`src/rtl/lsu_dcache_arb_pkg.sv`:
```
// lsu_dcache_arb_pkg: payload and tag types shared by the LSU DCache arbiter
package lsu_dcache_arb_pkg;

    typedef struct packed {
        logic [31:0] addr;
        logic [31:0] wdata;
        logic [3:0]  be;
        logic        we;
        logic        uncached;
    } iq_lsu_pkg_t;

    typedef struct packed {
        logic [31:0] rdata;
        logic        err;
    } lsu_iq_pkg_t;

    typedef enum logic {
        ARB_IQ = 1'b0,
        ARB_CM = 1'b1
    } arb_src_e;

    typedef struct packed {
        arb_src_e src;
        logic     drop;
    } arb_tag_t;

endpackage

```
`src/rtl/lsu_arb_tag_fifo.sv`:
```
// lsu_arb_tag_fifo: in-order tag FIFO whose flush port marks entries of one source as dropped
module lsu_arb_tag_fifo
    import lsu_dcache_arb_pkg::*;
#(
    parameter int DEPTH = 4
) (
    input  logic     clk,
    input  logic     rst_n,
    input  logic     push,
    input  arb_tag_t push_tag,
    input  logic     pop,
    input  logic     flush,
    input  arb_src_e flush_src,
    output arb_tag_t head,
    output logic     full,
    output logic     empty
);

    localparam int AW = $clog2(DEPTH);
    localparam int CW = AW + 1;

    arb_tag_t      mem [DEPTH];
    logic [AW-1:0] wr_ptr;
    logic [AW-1:0] rd_ptr;
    logic [CW-1:0] count;
    logic          do_push;
    logic          do_pop;

    assign full    = count == CW'(DEPTH);
    assign empty   = count == '0;
    assign do_push = push & ~full;
    assign do_pop  = pop & ~empty;

    // head sees a same-cycle flush so a response arriving with the flush is discarded
    always_comb begin
        head      = mem[rd_ptr];
        head.drop = head.drop | (flush & (head.src == flush_src));
    end

    // storage, pointers that wrap on the power-of-2 depth, and occupancy
    always_ff @(posedge clk or negedge rst_n) begin
        if (!rst_n) begin
            wr_ptr <= '0;
            rd_ptr <= '0;
            count  <= '0;
            for (int i = 0; i < DEPTH; i++) mem[i] <= '0;
        end else begin
            for (int i = 0; i < DEPTH; i++)
                if (flush && mem[i].src == flush_src) mem[i].drop <= 1'b1;
            if (do_push) begin
                mem[wr_ptr] <= '{src: push_tag.src, drop: push_tag.drop | (flush & (push_tag.src == flush_src))};
                wr_ptr      <= wr_ptr + 1'b1;
            end
            if (do_pop) rd_ptr <= rd_ptr + 1'b1;
            count <= count + CW'(do_push) - CW'(do_pop);
        end
    end

endmodule

```
`src/rtl/lsu_dcache_arb.sv`:
```
// lsu_dcache_arb: shares the DCache port between the LSU IQ and commit requesters
// Optional perf counters are built when LSU_ARB_PERF_EN is defined.
module lsu_dcache_arb
    import lsu_dcache_arb_pkg::*;
#(
    parameter int OUTSTANDING = 4,
    parameter int STARVE_MAX  = 3
) (
    input  logic        clk,
    input  logic        rst_n,
    input  logic        flush,
    input  logic        iq_valid_i,
    output logic        iq_ready_o,
    input  iq_lsu_pkg_t iq_req_i,
    input  logic        cm_valid_i,
    output logic        cm_ready_o,
    input  iq_lsu_pkg_t cm_req_i,
    output logic        dc_valid_o,
    input  logic        dc_ready_i,
    output iq_lsu_pkg_t dc_req_o,
    input  logic        dc_resp_valid_i,
    output logic        dc_resp_ready_o,
    input  lsu_iq_pkg_t dc_resp_i,
    output logic        iq_resp_valid_o,
    input  logic        iq_resp_ready_i,
    output logic        cm_resp_valid_o,
    input  logic        cm_resp_ready_i,
    output lsu_iq_pkg_t resp_o,
    output logic        err_o
`ifdef LSU_ARB_PERF_EN
    ,
    output logic [31:0] perf_iq_grant_o,
    output logic [31:0] perf_cm_grant_o,
    output logic [31:0] perf_stall_o
`endif
);

    localparam int SW = $clog2(STARVE_MAX + 1);

    typedef enum logic {IDLE, LOCK} lock_e;

    lock_e         lock_q;
    arb_src_e      lock_src_q;
    logic [SW-1:0] starve_q;
    logic          err_q;
    arb_src_e      gnt_src;
    logic          gnt_valid;
    logic          iq_ok;
    logic          dc_hs;
    logic          iq_hs;
    logic          cm_hs;
    logic          fwd;
    logic          fifo_full;
    logic          fifo_empty;
    arb_tag_t      head;

    // grant: a stalled request keeps its source, otherwise cm unless iq is starved or cm idle
    always_comb begin
        iq_ok     = iq_valid_i & ~flush;
        gnt_src   = (lock_q == LOCK) ? lock_src_q :
                    (iq_ok && (starve_q == SW'(STARVE_MAX) || !cm_valid_i)) ? ARB_IQ : ARB_CM;
        gnt_valid = rst_n & ~fifo_full & ((gnt_src == ARB_IQ) ? iq_ok : cm_valid_i);
    end

    assign dc_valid_o = gnt_valid;
    assign dc_req_o   = (gnt_src == ARB_IQ) ? iq_req_i : cm_req_i;
    assign dc_hs      = gnt_valid & dc_ready_i;
    assign iq_hs      = dc_hs & (gnt_src == ARB_IQ);
    assign cm_hs      = dc_hs & (gnt_src == ARB_CM);
    assign iq_ready_o = iq_hs;
    assign cm_ready_o = cm_hs;
    assign resp_o     = dc_resp_i;
    assign err_o      = err_q;

    // response routing: dropped or orphan responses are swallowed, others go to the head's source
    always_comb begin
        fwd             = rst_n & dc_resp_valid_i & ~fifo_empty & ~head.drop;
        iq_resp_valid_o = fwd & (head.src == ARB_IQ);
        cm_resp_valid_o = fwd & (head.src == ARB_CM);
        dc_resp_ready_o = rst_n & dc_resp_valid_i & (fifo_empty | head.drop |
                          ((head.src == ARB_IQ) ? iq_resp_ready_i : cm_resp_ready_i));
    end

    lsu_arb_tag_fifo #(.DEPTH(OUTSTANDING)) u_tag_fifo (
        .clk       (clk),
        .rst_n     (rst_n),
        .push      (dc_hs),
        .push_tag  ('{src: gnt_src, drop: 1'b0}),
        .pop       (dc_resp_ready_o),
        .flush     (flush),
        .flush_src (ARB_IQ),
        .head      (head),
        .full      (fifo_full),
        .empty     (fifo_empty)
    );

    // lock FSM: a presented but unaccepted request pins the grant until it completes or is flushed
    always_ff @(posedge clk or negedge rst_n) begin
        if (!rst_n) begin
            lock_q     <= IDLE;
            lock_src_q <= ARB_IQ;
        end else if (lock_q == LOCK) begin
            if (dc_hs || (flush && lock_src_q == ARB_IQ)) lock_q <= IDLE;
        end else if (gnt_valid && !dc_ready_i) begin
            lock_q     <= LOCK;
            lock_src_q <= gnt_src;
        end
    end

    // starvation counter and sticky orphan-response error
    always_ff @(posedge clk or negedge rst_n) begin
        if (!rst_n) begin
            starve_q <= '0;
            err_q    <= 1'b0;
        end else begin
            if (iq_hs || !iq_valid_i) starve_q <= '0;
            else if (cm_hs && starve_q != SW'(STARVE_MAX)) starve_q <= starve_q + 1'b1;
            if (dc_resp_valid_i && fifo_empty) err_q <= 1'b1;
        end
    end

`ifdef LSU_ARB_PERF_EN
    // free-running grant and stall counters; they wrap and ignore flush
    always_ff @(posedge clk or negedge rst_n) begin
        if (!rst_n) begin
            perf_iq_grant_o <= '0;
            perf_cm_grant_o <= '0;
            perf_stall_o    <= '0;
        end else begin
            if (iq_hs) perf_iq_grant_o <= perf_iq_grant_o + 32'd1;
            if (cm_hs) perf_cm_grant_o <= perf_cm_grant_o + 32'd1;
            if ((iq_valid_i || cm_valid_i) && !dc_hs) perf_stall_o <= perf_stall_o + 32'd1;
        end
    end
`endif

endmodule

```
`config.mk`:
```
export PLATFORM = sky130hd
export DESIGN_NAME = lsu_dcache_arb
export DESIGN_NICKNAME = d
export VERILOG_FILES = /design/src/rtl/lsu_dcache_arb_pkg.sv /design/src/rtl/lsu_arb_tag_fifo.sv /design/src/rtl/lsu_dcache_arb.sv
export SDC_FILE = /design/constraint.sdc
export NUM_CORES = 1
export LEC_CHECK = 0
export BUFFER_PORTS_ARGS = -buffer_cell sky130_fd_sc_hd__buf_2
export CAP_MARGIN = 40
export CORE_AREA = 2 2 112 114
export DETAILED_ROUTE_END_ITERATION = 12
export DIE_AREA = 0 0 114 116
export SLEW_MARGIN = 20
export SYNTH_ARGS = -nofsm -noshare
export SYNTH_HDL_FRONTEND = slang
export SYNTH_SLANG_ARGS = --single-unit
```
`constraint.sdc`:
```
create_clock -name clk -period 4.01 [get_ports clk]
set_input_delay 0.2005 -clock clk [delete_from_list [all_inputs] [get_ports clk]]
set_output_delay 0.2005 -clock clk [all_outputs]
set_load 0.05 [all_outputs]
```
# == Word level (Yosys, flattened, before mapping) ==
# Index checks and enable logic that the tools add are counted.
# word_totals
ff_bits,20
inputBits,182
out_inout_bits,110
elab_cells,99
# classes
n_addsub,5
n_lt_le_gt_ge,3
n_eq_ne,3
muxes,21
bitwise,33
reduce_logical,19
# op_table
op,n
$mux W70,1
$and A1 B1 Y1,16
$not A1 Y1,12
$mux W1,11
$logic_and A1 B1 Y1,10
$mux W2,5
$bwmux W8,1
$mux W7,1
$add A2 B1 Y2 const B,3
$ge A3 B3 Y1 const B,2
$not A2 Y3,2
$bmux W2 S2,1
$demux W2 S2,1
$add A3 B1 Y3,1
$eq A3 B3 Y1 const B,1
$logic_not A1 Y1,3
$logic_not A3 Y1,1
$logic_or A1 B1 Y1,3
$lt A3 B1 Y1 const B,1
$or A1 B1 Y1,3
$sub A3 B1 Y3,1
$eq A2 B2 Y1 const B,1
$ne A2 B2 Y1 const B,1
$reduce_and A2 Y1,1
$reduce_bool A2 Y1,1

# == Depth between registers and ports, before layout ==
# depth
word_depth,12
mapped_depth,12
ltp_nobuf,11

# == Hierarchy ==
# From an unflattened synthesis, not the netlist that was laid out.
# unflattened
hier_cells,219
hier_area_um2,2610.0
# by_module_without_submodules
module,instances,cells_each,area_each_um2,seq_area_each_um2
lsu_dcache_arb,1,152,1736.7,125.1
lsu_arb_tag_fifo,1,67,873.3,375.4

# == Least setup slack after synthesis ==
# No wires, ideal clock.
# synth_timing
path_type,reg-to-reg
start,register u_tag_fifo.rd_ptr[1]
end,register u_tag_fifo.count[2]
setup_ns,0.123
arrival_ns,2.425
required_ns,3.887
slack_ns,1.462
path_stages_with_launch,12
n_path_buf,0
period_less_slack_ns,2.548
cell_sequence,dfrtp_1 mux4_2 mux2i_2 o21ai_2 inv_1 ha_1 inv_1 ha_1 inv_1 fa_1 xnor2_1 xnor2_1
# synth_via
elab_chain_cells,12
word_cells_on_any_way,13
classes_between,add/sub (1); mux (4); bitwise (8)
# synth_rtl
element,line_no,rtl
"start, declared",lsu_arb_tag_fifo.sv:24,logic [AW-1:0] rd_ptr;
"start signal, assigned",lsu_arb_tag_fifo.sv:54,if (do_pop) rd_ptr <= rd_ptr + 1'b1;
$not A2 Y3 (not written as such) (*),lsu_arb_tag_fifo.sv:36,head = mem[rd_ptr];
$bmux W2 S2 (*),lsu_arb_tag_fifo.sv:36,
$mux W2 (not written as such) (*) (2 in series),lsu_arb_tag_fifo.sv:36,
$not A1 Y1,lsu_arb_tag_fifo.sv:37,head.drop = head.drop | (flush & (head.src == flush_src));
$and A1 B1 Y1,lsu_arb_tag_fifo.sv:37,
$or A1 B1 Y1,lsu_arb_tag_fifo.sv:37,
$or A1 B1 Y1,lsu_dcache_arb.sv:80,dc_resp_ready_o = rst_n & dc_resp_valid_i & (fifo_empty | head.drop |
$or A1 B1 Y1 (*),lsu_dcache_arb.sv:80,
$and A1 B1 Y1 (*),lsu_dcache_arb.sv:80,
$and A1 B1 Y1 (*),lsu_arb_tag_fifo.sv:32,assign do_pop = pop & ~empty;
via u_tag_fifo.do_pop,lsu_arb_tag_fifo.sv:27,logic do_pop;
$sub A3 B1 Y3 (*),lsu_arb_tag_fifo.sv:55,count <= count + CW'(do_push) - CW'(do_pop);
"end signal, assigned",lsu_arb_tag_fifo.sv:55,
"end, declared",lsu_arb_tag_fifo.sv:25,logic [CW-1:0] count;
# The timed path passes the listed nets; every way through them passes the cells marked *. The select of a mux whose other input is x is not followed.
# A chain may end at the register's enable or synchronous reset.

==> results <==
- The flow ran to the end, and the final reports show no timing, DRC or antenna violations.
- The routed wirelength normalized by instance count is 14.78 um.
- The number of antenna-violating nets in the routed design is 0.
- The worst endpoint required time is 3810 ps.
- The die area is 0.01322 mm^2.
- The final setup TNS is 0 ps.
- In this run the most critical hold path is launched from dc_resp_valid_i.
- TritonCTS created 3 clock buffers.
- The analysis attributes to cell leakage a power of 2.118 nW.
- The final hold violation count came to 0.
- The first global-routing pass estimated 14280 um of wire.
- Summed over its instances, the top area cell type makes up 34.28% of the synthesized netlist area.
- In the finished design, the share of the clock period the worst path needs comes to 73.51%.
- Of the cells placed in the final design, the portion with a size suffix greater than 1 is 44.12%.
- The clock transition at the registers of the reported paths is 50 ps.
- The overall die height is 116 um.
- Entering global routing, the biggest net connects 45 pins.
- In the post-synthesis netlist, the biggest area contributors are sky130_fd_sc_hd__nand2_1, sky130_fd_sc_hd__dfrtp_1, sky130_fd_sc_hd__buf_4.
- The type of the worst min-delay path is in -> reg.
- The type of destination of the critical path is an output port.
- The shortest clock period the worst path allows after layout is 2948 ps.
- The total of cells resized after clock tree synthesis is 0.
- The number of nets in the synthesized netlist is 561.
- The mean post-synth cell area is 6.317 um^2.
- Max-cap violations in this run came to 0.
- The number of synthesized register bits is 20.
- The TritonCTS clock tree is yes.
- At the worst endpoint, the arrival time is 2750 ps.
- In this run the number of H-tree levels came out at 1.
- The post-synthesis to final-layout area growth is 46.98%.
- The largest total area in the synthesized netlist belongs to sky130_fd_sc_hd__nand2_1.
- The end of the worst register-to-register path is u_tag_fifo.count[2].
- Measured against its own limit, the worst slew margin works out to 55.87%.
- The worst hold margin is 200.6 ps.
- Setup violations remaining at the end of the flow were counted as 0.
- The number of enable flip-flop cells after synthesis is 0.
- The clock sink count is 20.
- Detailed placement finished with a half-perimeter wire length of 8986 um.
- The cell count of the worst hold path is 3.
- The cell that appears most often on the critical path is sky130_fd_sc_hd__nand2_1.
- Dividing the detail-routed via count by the number of cells gives 4.179.
- The signal on the critical path passes through ha_1 > and2b_1 > o31a_2 > buf_4 > nand2_1 > nand2_1 > buf_2.
- Setup repair after global routing left no endpoint under its margin.
- The total of fill cells in the finished design is 1355.
- The path type of the worst setup path is reg -> out.
- During placement, the flow inserted port buffers numbering 225.
- The cell with the largest stage delay on the worst path is sky130_fd_sc_hd__o31a_2.
- The delay contributed by the slowest stage of the critical path is 590 ps.
- The Yosys step of the flow raised 0 warnings.
- The most used flip-flop cell after synthesis is sky130_fd_sc_hd__dfrtp_1.
- The initial antenna violation count came to 6.
- The number of different library cells used by synthesis comes to 44.
- The number of design rule violations left after detail routing is 0.
- For this block, the routed nets add up to 10410 um of wire.
- The startpoint of the worst register-to-register path is u_tag_fifo.rd_ptr[1].
- The worst-skew pair later-pin latency is 250 ps.
- The timing startpoint of the critical path is starve_q[0].
- At the pin with the least slew margin, the transition time is 661.9 ps.
- The most frequent standard cell in the layout excluding fill and tap cells is sky130_fd_sc_hd__buf_2.
- The placement row count is 40.
- The effective utilization at floorplan is 19.67%.
- The area of all placed cells without fillers is 0.003445 mm^2.
- The routed layout has 2942 vias.
- Of all nets on the critical path, the largest fanout is 37.
- After global routing the overflow that remains totals 0.
- The max-slew violation total from the final report is 0.
- The total cell area at the placement stage is 0.003349 mm^2.
- The element type at the critical path start is a flop.
- The post-layout worst setup margin is 1062 ps.
- The core footprint is 0.01191 mm^2.
- During I/O placement, the number of pins put on the boundary was 292.
- Of the synthesized area, sequential elements account for 21.36%.
- In this run the cell area of the synthesized design comes to 0.002343 mm^2.
- For this run, the detailed router's first-pass iteration total came to 4.
- The number of global-route vias before repair is 2603.
- The reg-to-reg setup timing slack is 1330 ps.
- The library cells used most frequently in the layout, excluding fill and tap cells, are sky130_fd_sc_hd__buf_2, sky130_fd_sc_hd__nand2_1, sky130_fd_sc_hd__dfrtp_1, sky130_fd_sc_hd__inv_1, sky130_fd_sc_hd__nor2_1.
- The number of cells on the worst reg-to-reg path is 11.
- The total track usage is 14.06%.
- The first routing iteration left 206 violations.
- The post-placement worst setup slack is 1318 ps.
- The tree is rooted in a sky130_fd_sc_hd__clkbuf_16.
- For this run, the top clock speed supported by timing is 339.2 MHz.
- Across the VDD grid, the largest voltage drop is 0.2578 mV.
- The power per cell area is 678.9 mW/mm^2.
- The maximum count of clock buffers along a single path is 2.
- In this run the horizontal extent of the chip is 114 um.
- Synthesis produced a netlist whose cell count is 371.
- The global placer's final weighted congestion is 0.7615.
- At the end of the flow, the number of nets in the layout was 745.
- The worst-case hold path end point is err_o.
- The final worst clock skew is 0.8987 ps.
- The fraction of registers with async set/reset is 100.0%.
[area by class of cell]
type | count | area, um^2 | share of cell area (%)
Sequential cell | 20 | 500.5 | 14.53
Clock buffer | 3 | 75.07 | 2.179
Inverter | 15 | 58.81 | 1.707
Tap cell | 147 | 183.9 | 5.340
Timing Repair Buffer | 229 | 1159 | 33.64
Antenna cell | 4 | 10.01 | 0.2906
Multi-Input combinational cell | 286 | 1458 | 42.32
[worst max-delay path: cells and delay by family, from the launching register on]
family          cells  cell delay [ps]
simple gates        3              480
buf+inv             2              740
compound gates      1              590
fa+ha+maj           1              260
flops               1              410
[routing by layer]
layer | vias up | share of wire [%] | track usage, %
met5 | - | 0.25 | 0
met4 | 4 | 0.40 | 1.057
met3 | 8 | 18 | 11.19
met2 | 164 | 44 | 21.87
met1 | 1271 | 37 | 15.85
li1 | 1495 | - | -
[flip-flops by register name (all words and copies together), names as in the netlist]
signal and cells:
u_tag_fifo.mem 8, err_o 1, starve_q 2, lock_q 1, u_tag_fifo.wr_ptr 2, u_tag_fifo.count 3, u_tag_fifo.rd_ptr 2, lock_src_q 1
[cells by family (layout without fill, tap and decap cells)]
| group | Yosys count | in the layout | share of synthesized area (%) |
|---|---|---|---|
| adders and majority gates | 8 | 8 | 4.591 |
| muxes | 9 | 9 | 5.446 |
| AOI/OAI and AO/OA | 16 | 16 | 6.247 |
| buffers and inverters | 65 | 247 | 16.50 |
| and+or+nand+nor | 248 | 248 | 43.99 |
| other | 0 | 4 | 0 |
| xor gates and xnor gates | 5 | 5 | 1.869 |
| DFF | 20 | 20 | 21.36 |
[through the flow]
stage	cells	utilization [%]	total power (W)
global route	702	28.88	0.002493
global placement	696	28.12	0.002142
finish	704	28.92	0.002338
floorplan	371	-	0.001824
CTS	700	28.83	0.002358
detailed placement	696	28.12	0.002154
[synthesized netlist by cell type, types with 2 or more instances]
cell,n
sky130_fd_sc_hd__ha_1,7
sky130_fd_sc_hd__nand2b_4,2
sky130_fd_sc_hd__nand3_1,2
sky130_fd_sc_hd__o311ai_0,2
sky130_fd_sc_hd__dfrtp_1,20
sky130_fd_sc_hd__buf_4,33
sky130_fd_sc_hd__clkbuf_1,8
sky130_fd_sc_hd__nand2b_1,2
sky130_fd_sc_hd__and2b_1,2
sky130_fd_sc_hd__nor4b_1,4
sky130_fd_sc_hd__mux2i_1,5
sky130_fd_sc_hd__nor2_1,9
sky130_fd_sc_hd__or3_1,2
sky130_fd_sc_hd__or4b_1,2
sky130_fd_sc_hd__buf_2,7
sky130_fd_sc_hd__inv_1,14
sky130_fd_sc_hd__a21oi_1,5
sky130_fd_sc_hd__nor3_1,2
sky130_fd_sc_hd__nand2_1,214
sky130_fd_sc_hd__xnor2_1,5
[worst max-delay path by stage]
stage	end	slack, ps	cells past startpoint
2_1_floorplan	u_tag_fifo.count[2]	1460	11
3_3_place_gp	dc_req_o[1]	1340	7
3_5_place_dp	dc_req_o[53]	1320	7
4_1_cts	dc_req_o[53]	1040	7
5_1_grt	dc_req_o[56]	870	7
6_report	dc_req_o[50]	1060	7
[where the power goes]
part | switching [W] | internal, W
sequential | 0.0000799 | 0.000288
combinational | 0.00130 | 0.000465
clock | 0.0000691 | 0.000131
[repair_timing]
item	4_1_cts	5_1_grt
hold endpoints to repair	20	0
setup buffers	0	0
hold buffers	1	0
Note: power is estimated with default switching activity, not from simulation.
